--- src/rtl/draw_cell_overlay.sv ---
// draw_cell_overlay: board overlay (owner fills, cursor border, blinking win cells) with 2-cycle pipeline
module draw_cell_overlay #(
  parameter int          GRID_X0      = 0,
  parameter int          GRID_Y0      = 10,
  parameter int          CELL_W       = 341,
  parameter int          CELL_H       = 249,
  parameter int          COLS         = 3,
  parameter int          ROWS         = 3,
  parameter int          BORDER       = 4,
  parameter int          BLINK_FRAMES = 30,
  parameter logic [11:0] COLOR_P0     = 12'h00f,
  parameter logic [11:0] COLOR_P1     = 12'hff0,
  parameter logic [11:0] COLOR_CUR    = 12'h0f0
) (
  input  logic                    pclk,
  input  logic                    rst,
  input  logic [10:0]             hcount_in,
  input  logic                    hsync_in,
  input  logic                    hblnk_in,
  input  logic [10:0]             vcount_in,
  input  logic                    vsync_in,
  input  logic                    vblnk_in,
  input  logic [11:0]             rgb_in,
  input  logic                    start_en,
  input  logic                    choice_en,
  input  logic [ROWS*COLS-1:0]    cell_occ,
  input  logic [ROWS*COLS-1:0]    cell_owner,
  input  logic [ROWS*COLS-1:0]    win_mask,
  input  logic                    cursor_en,
  input  logic [3:0]              cursor_idx,
  output logic [10:0]             hcount_out,
  output logic                    hsync_out,
  output logic                    hblnk_out,
  output logic [10:0]             vcount_out,
  output logic                    vsync_out,
  output logic                    vblnk_out,
  output logic [11:0]             rgb_out
);
  localparam int N  = ROWS * COLS;
  localparam int IW = N > 1 ? $clog2(N) : 1;
  localparam int FW = $clog2(BLINK_FRAMES + 1);
  logic          vsync_q, vs_rise, last_frame;
  logic [N-1:0]  occ_q, own_q, win_q;
  logic          cur_en_q;
  logic [3:0]    cur_idx_q;
  logic [FW-1:0] frame_q;
  logic          blink_q;
  assign vs_rise    = vsync_in & ~vsync_q;
  assign last_frame = frame_q == FW'(BLINK_FRAMES - 1);
  // board state and blink timer only move at frame start so a frame never tears
  always_ff @(posedge pclk) begin
    if (rst) begin
      vsync_q   <= 1'b0;
      occ_q     <= '0;
      own_q     <= '0;
      win_q     <= '0;
      cur_en_q  <= 1'b0;
      cur_idx_q <= '0;
      frame_q   <= '0;
      blink_q   <= 1'b0;
    end else begin
      vsync_q <= vsync_in;
      if (vs_rise) begin
        occ_q     <= cell_occ;
        own_q     <= cell_owner;
        win_q     <= win_mask;
        cur_en_q  <= cursor_en;
        cur_idx_q <= cursor_idx;
        frame_q   <= last_frame ? '0 : frame_q + 1'b1;
        blink_q   <= blink_q ^ last_frame;
      end
    end
  end
  logic [12:0]   dx, dy, xo, yo;
  int            col, row;
  logic          in_grid, border_d, pass_d;
  logic [IW-1:0] idx_d;
  // 13-bit offsets: bit 12 set means the pixel lies left of / above the grid
  always_comb begin
    dx  = {2'b0, hcount_in} - 13'(GRID_X0);
    dy  = {2'b0, vcount_in} - 13'(GRID_Y0);
    col = 0;
    row = 0;
    xo  = dx;
    yo  = dy;
    for (int c = 1; c < COLS; c++)
      if (dx >= 13'(c * CELL_W)) begin
        col = c;
        xo  = dx - 13'(c * CELL_W);
      end
    for (int r = 1; r < ROWS; r++)
      if (dy >= 13'(r * CELL_H)) begin
        row = r;
        yo  = dy - 13'(r * CELL_H);
      end
    in_grid  = !dx[12] && dx < 13'(COLS * CELL_W) && !dy[12] && dy < 13'(ROWS * CELL_H);
    border_d = xo <= 13'(BORDER) || xo >= 13'(CELL_W - 1 - BORDER) ||
               yo <= 13'(BORDER) || yo >= 13'(CELL_H - 1 - BORDER);
    idx_d    = IW'(row * COLS + col);
    pass_d   = hblnk_in | vblnk_in | ~start_en | choice_en | ~in_grid;
  end
  logic [10:0]   hcount_q, vcount_q;
  logic          hsync_q, hblnk_q, vsync1_q, vblnk_q, pass_q, border_q;
  logic [11:0]   rgb_q, rgb_d;
  logic [IW-1:0] idx_q;
  logic          hit_cur;
  always_ff @(posedge pclk) begin
    if (rst) begin
      hcount_q <= '0;
      hsync_q  <= 1'b0;
      hblnk_q  <= 1'b0;
      vcount_q <= '0;
      vsync1_q <= 1'b0;
      vblnk_q  <= 1'b0;
      rgb_q    <= '0;
      pass_q   <= 1'b1;
      border_q <= 1'b0;
      idx_q    <= '0;
    end else begin
      hcount_q <= hcount_in;
      hsync_q  <= hsync_in;
      hblnk_q  <= hblnk_in;
      vcount_q <= vcount_in;
      vsync1_q <= vsync_in;
      vblnk_q  <= vblnk_in;
      rgb_q    <= rgb_in;
      pass_q   <= pass_d;
      border_q <= border_d;
      idx_q    <= idx_d;
    end
  end
  // idx_q is always < N inside the grid, so an out-of-range cursor never matches
  always_comb begin
    hit_cur = cur_en_q && 32'(idx_q) == 32'(cur_idx_q) && border_q;
    rgb_d   = pass_q                      ? rgb_q :
              hit_cur                     ? COLOR_CUR :
              (win_q[idx_q] && !blink_q)  ? rgb_q :
              occ_q[idx_q]                ? (own_q[idx_q] ? COLOR_P1 : COLOR_P0) :
                                            rgb_q;
  end
  always_ff @(posedge pclk) begin
    if (rst) begin
      hcount_out <= '0;
      hsync_out  <= 1'b0;
      hblnk_out  <= 1'b0;
      vcount_out <= '0;
      vsync_out  <= 1'b0;
      vblnk_out  <= 1'b0;
      rgb_out    <= '0;
    end else begin
      hcount_out <= hcount_q;
      hsync_out  <= hsync_q;
      hblnk_out  <= hblnk_q;
      vcount_out <= vcount_q;
      vsync_out  <= vsync1_q;
      vblnk_out  <= vblnk_q;
      rgb_out    <= rgb_d;
    end
  end
endmodule

--- config.mk ---
export PLATFORM = sky130hd
export DESIGN_NAME = draw_cell_overlay
export DESIGN_NICKNAME = d
export VERILOG_FILES = /design/src/rtl/draw_cell_overlay.sv
export SDC_FILE = /design/constraint.sdc
export NUM_CORES = 1
export LEC_CHECK = 0
export CORE_MARGIN = 4
export CORE_UTILIZATION = 30
export DETAILED_ROUTE_END_ITERATION = 8
export GPL_TIMING_DRIVEN = 0
export PLACE_DENSITY_LB_ADDON = 0.15
export SETUP_SLACK_MARGIN = 0.3
export SYNTH_ARGS = -nofsm -noshare
export SYNTH_HDL_FRONTEND = slang
export SYNTH_SLANG_ARGS = --single-unit
--- constraint.sdc ---
create_clock -name pclk -period 5.9 [get_ports pclk]
set_clock_uncertainty 0.2 [all_clocks]
set_input_delay 0.59 -clock pclk [delete_from_list [all_inputs] [get_ports pclk]]
set_output_delay 0.59 -clock pclk [all_outputs]
set_load 0.01 [all_outputs]
==> metrics list <==
- The detailed router finished its first iteration with 272 violations.
- Max-cap violations in this run came to 0.
- Data arrival at the endpoint of the critical path: 4.68 ns
* Proportion of layout cells with a drive suffix above 1: 0.08186
* Sequential cell area: 0.002402 sq mm
- Number of remaining DRC errors: 0
- The H-tree was split into 4 levels.
- The first global-routing pass estimated 25.64 mm of wire.
* Transition at the pin with the smallest max-transition slack: 1.063 ns
- TritonCTS built the clock tree.
- In this run the core area contains 50 standard-cell rows.
* Core region area: 0.01877 sq mm
- Entering global routing, the biggest net connects 17 pins.
* Share of flip-flops with an asynchronous set or reset: 0
- Once the clock tree was built, the setup fixing pass inserted 0 buffers.
* Final setup TNS: 0 ns
- Number of ports placed on the die boundary: 112
* Cell type contributing the most total cell area after synthesis: dfxtp_1
- Syn Inst Count: 654
* Total of flip-flops plus latches after synthesis: 120
- Number of slew-limit violations in the final report: 0
* Clock Root Buffer: clkbuf_16
- The via count of the first global-routing pass was 5,089.
- Number of antenna violations at the first check in global routing: 0
- Starting utilization of the core area: 0.3056
- Detailed placement ended at an HPWL of 12.21 mm.
- In this run, distinct cell masters in the synthesized netlist total 78.
- Counting cells, the worst reg-to-reg path comes to 10.
- Die Footprint: 0.02139 sq mm
- Total Power: 2.234 mW
* Most frequent cell after synthesis: dfxtp_1
* Worst-path maximum fanout: 10
- Start-to-end type of the worst setup path: input pin to flip-flop
* Width of the chip: 146.3 um
* Number of sinks on the clock net: 120
- Total routing usage reported by global routing: 0.1468
- Hold repair after CTS inserted 0 buffers.
* Hold Path Depth: 1
- In the finished design, the share of the clock period the worst path needs comes to 0.7722.
- Setup violations remaining at the end of the flow were counted as 0.
- Measured against its own limit, the worst slew margin works out to 0.2822.
* Placer congestion estimate: 0.8897
- Cell types occupying the most area after synthesis: dfxtp_1 42%, nor2b_1 7.3%, nand2_1 5.5%
- The flow ran to the end, and the final reports show no timing, DRC or antenna violations.
* Synth Flop Type: dfxtp_1
- Detailed Route WL: 15.75 mm
* Required time at the worst-slack endpoint: 6.02 ns
- Multi-input logic area: 0.003108 sq mm
- In the synthesized netlist, the cells that appear most often are 120 x dfxtp_1, 84 x nand2_1, 67 x nor2b_1.
- Port bufs: 108
- Inserted Clock Buffers: 17
- The longest clock path from root to sink contains 2 buffers.
* Total of warnings raised by yosys: 0
- For this design the ratio of total power to cell area is 289.3 mW/mm^2.
- Startpoint kind of the worst setup timing path: input pin
- Clock period minus final worst setup slack: 4.556 ns
* Synthesized area: 0.005736 sq mm
* Unrepaired setup endpoints after global routing: false
- 0 antenna diodes ended up in the layout.
- Wire length per cell after detailed routing: 15.32 um
- For this run, the detailed router's first-pass iteration total came to 5.
* Critical path capture point type: flip-flop
* Count of cells resized by post-cts repair: 0
- Clock transition at path regs: 0.05 ns
- Post-detailed-route count of antenna-violating nets: 0
- Hold Fails Final Rpt: 0
* Type of the worst min-delay path: flip-flop to flip-flop
* Filler Cells Inserted: 1,843
- Mean area per synthesized cell: 8.770 sq um
- Highest achievable clock rate: 219.5 MHz
- The net count of the finished layout is 874.
- Net count after synthesis: 747
- Reported leakage power: 2.838 nW
- Measured along the y axis, the die boundary spans 146.3 um.
- Overall via count from detail_route: 5,109
* Maximum vdd drop: 0.1798 mV
- Grt ovf: 0
- Compared with the post-synthesis result, the final layout area differs by 34.64%.
- Fraction of post-synthesis cell area in the top cell type by area: 0.4188
- After detailed routing, the number of vias per cell comes to 4.970.
* Count of flip-flops with a built-in enable after synthesis: 0
- Clock latency reported for the late side of the worst-skew pair: 0.40 ns
* Sequential element share of the synthesized area: 0.4188
area by class of cell:
type,count,area share
Buffer,41,0.02285
Clock buffer,19,0.05736
Clock inverter,13,0.02203
Inverter,13,0.006319
Multi-Input combinational cell,480,0.4025
Sequential cell,120,0.3111
Tap cell,234,0.03791
Timing Repair Buffer,108,0.1400
worst max-delay path, cell delays in order:
cell	delay, ns
clkdlybuf4s50_1	0.60
buf_2	0.26
inv_1	0.17
ha_1	0.23
buf_4	0.16
and2b_1	0.32
a211oi_1	0.15
o32ai_2	0.54
o21ai_1	0.33
a211o_1	0.37
a221oi_2	0.26
xnor2_1	0.14
or3_1	0.36
a31oi_1	0.19
report_power, final:
part | internal, mW | total [mW] | switching [mW]
registers | 0.852 | 0.867 | 0.0151
logic | 0.153 | 0.324 | 0.171
clock network | 0.680 | 1.04 | 0.363
total | 1.69 | 2.23 | 0.549
state kept, by name, indices dropped and copies added, names as in the netlist, 4 cells and up:
name        cells
occ_q           9
hcount_q       11
rgb_out        12
hcount_out     11
vcount_q       11
vcount_out     11
idx_q           4
frame_q         5
own_q           9
rgb_q          12
cur_idx_q       4
win_q           9
cell families (layout without fill, tap and decap cells):
family	Yosys count	in the layout	synth area share
simple gates	266	266	0.2391
mux	12	12	0.03425
flops	120	120	0.4188
fa+ha+maj	19	19	0.04276
xor+xnor	22	22	0.03359
buf+inv	54	194	0.03927
compound gates	161	161	0.1922
stage by stage:
step	cell area, sq um	hold WS [ns]	instances	util	setup slack, ns
floorplan	5736	0.2138	654	-	2.121
finish	7722	0.2334	1028	0.4115	1.344
detailed placement	7109	0.2242	996	0.3788	0.9707
CTS	7722	0.2370	1028	0.4115	1.405
global route	7722	0.2513	1028	0.4115	0.9845
global placement	7109	0.2197	996	0.3788	1.006
path summary, 6_finish.rpt:
check / endpoint / from / slack, ns
min: vcount_out[0]$_SDFF_PP0_ / vcount_q[0]$_SDFF_PP0_ / 0.23
max: border_q$_SDFF_PP0_ / vcount_in[1] / 1.34
min reg2reg: vcount_out[0]$_SDFF_PP0_ / vcount_q[0]$_SDFF_PP0_ / 0.23
max reg2reg: rgb_out[3]$_SDFF_PP0_ / idx_q[0]$_SDFF_PP0_ / 2.88
cell usage in the layout (no fill, tap or decap), types with 12 or more instances in the layout:
cell type | synthesis | routed
dfxtp_1 | 120 | 120
o21a_1 | 12 | 12
nand3_1 | 12 | 12
xnor2_1 | 12 | 12
nand2_1 | 84 | 84
ha_1 | 18 | 18
nor2b_1 | 67 | 67
a21oi_1 | 53 | 53
clkbuf_1 | 33 | 34
inv_1 | 12 | 12
nor2_1 | 41 | 41
clkbuf_16 | 0 | 17
o21ai_0 | 20 | 20
clkdlybuf4s50_1 | 0 | 108
metal layers:
layer  global-route usage  vias to the layer above  part of all wire
met5                    0                        -                 0
met4              0.05550                        0             0.019
met3              0.03569                       23             0.050
met2               0.2482                      148              0.50
met1               0.1812                     2383              0.44
li1                     -                     2555                 -
Power figures use the tool's default switching activity.
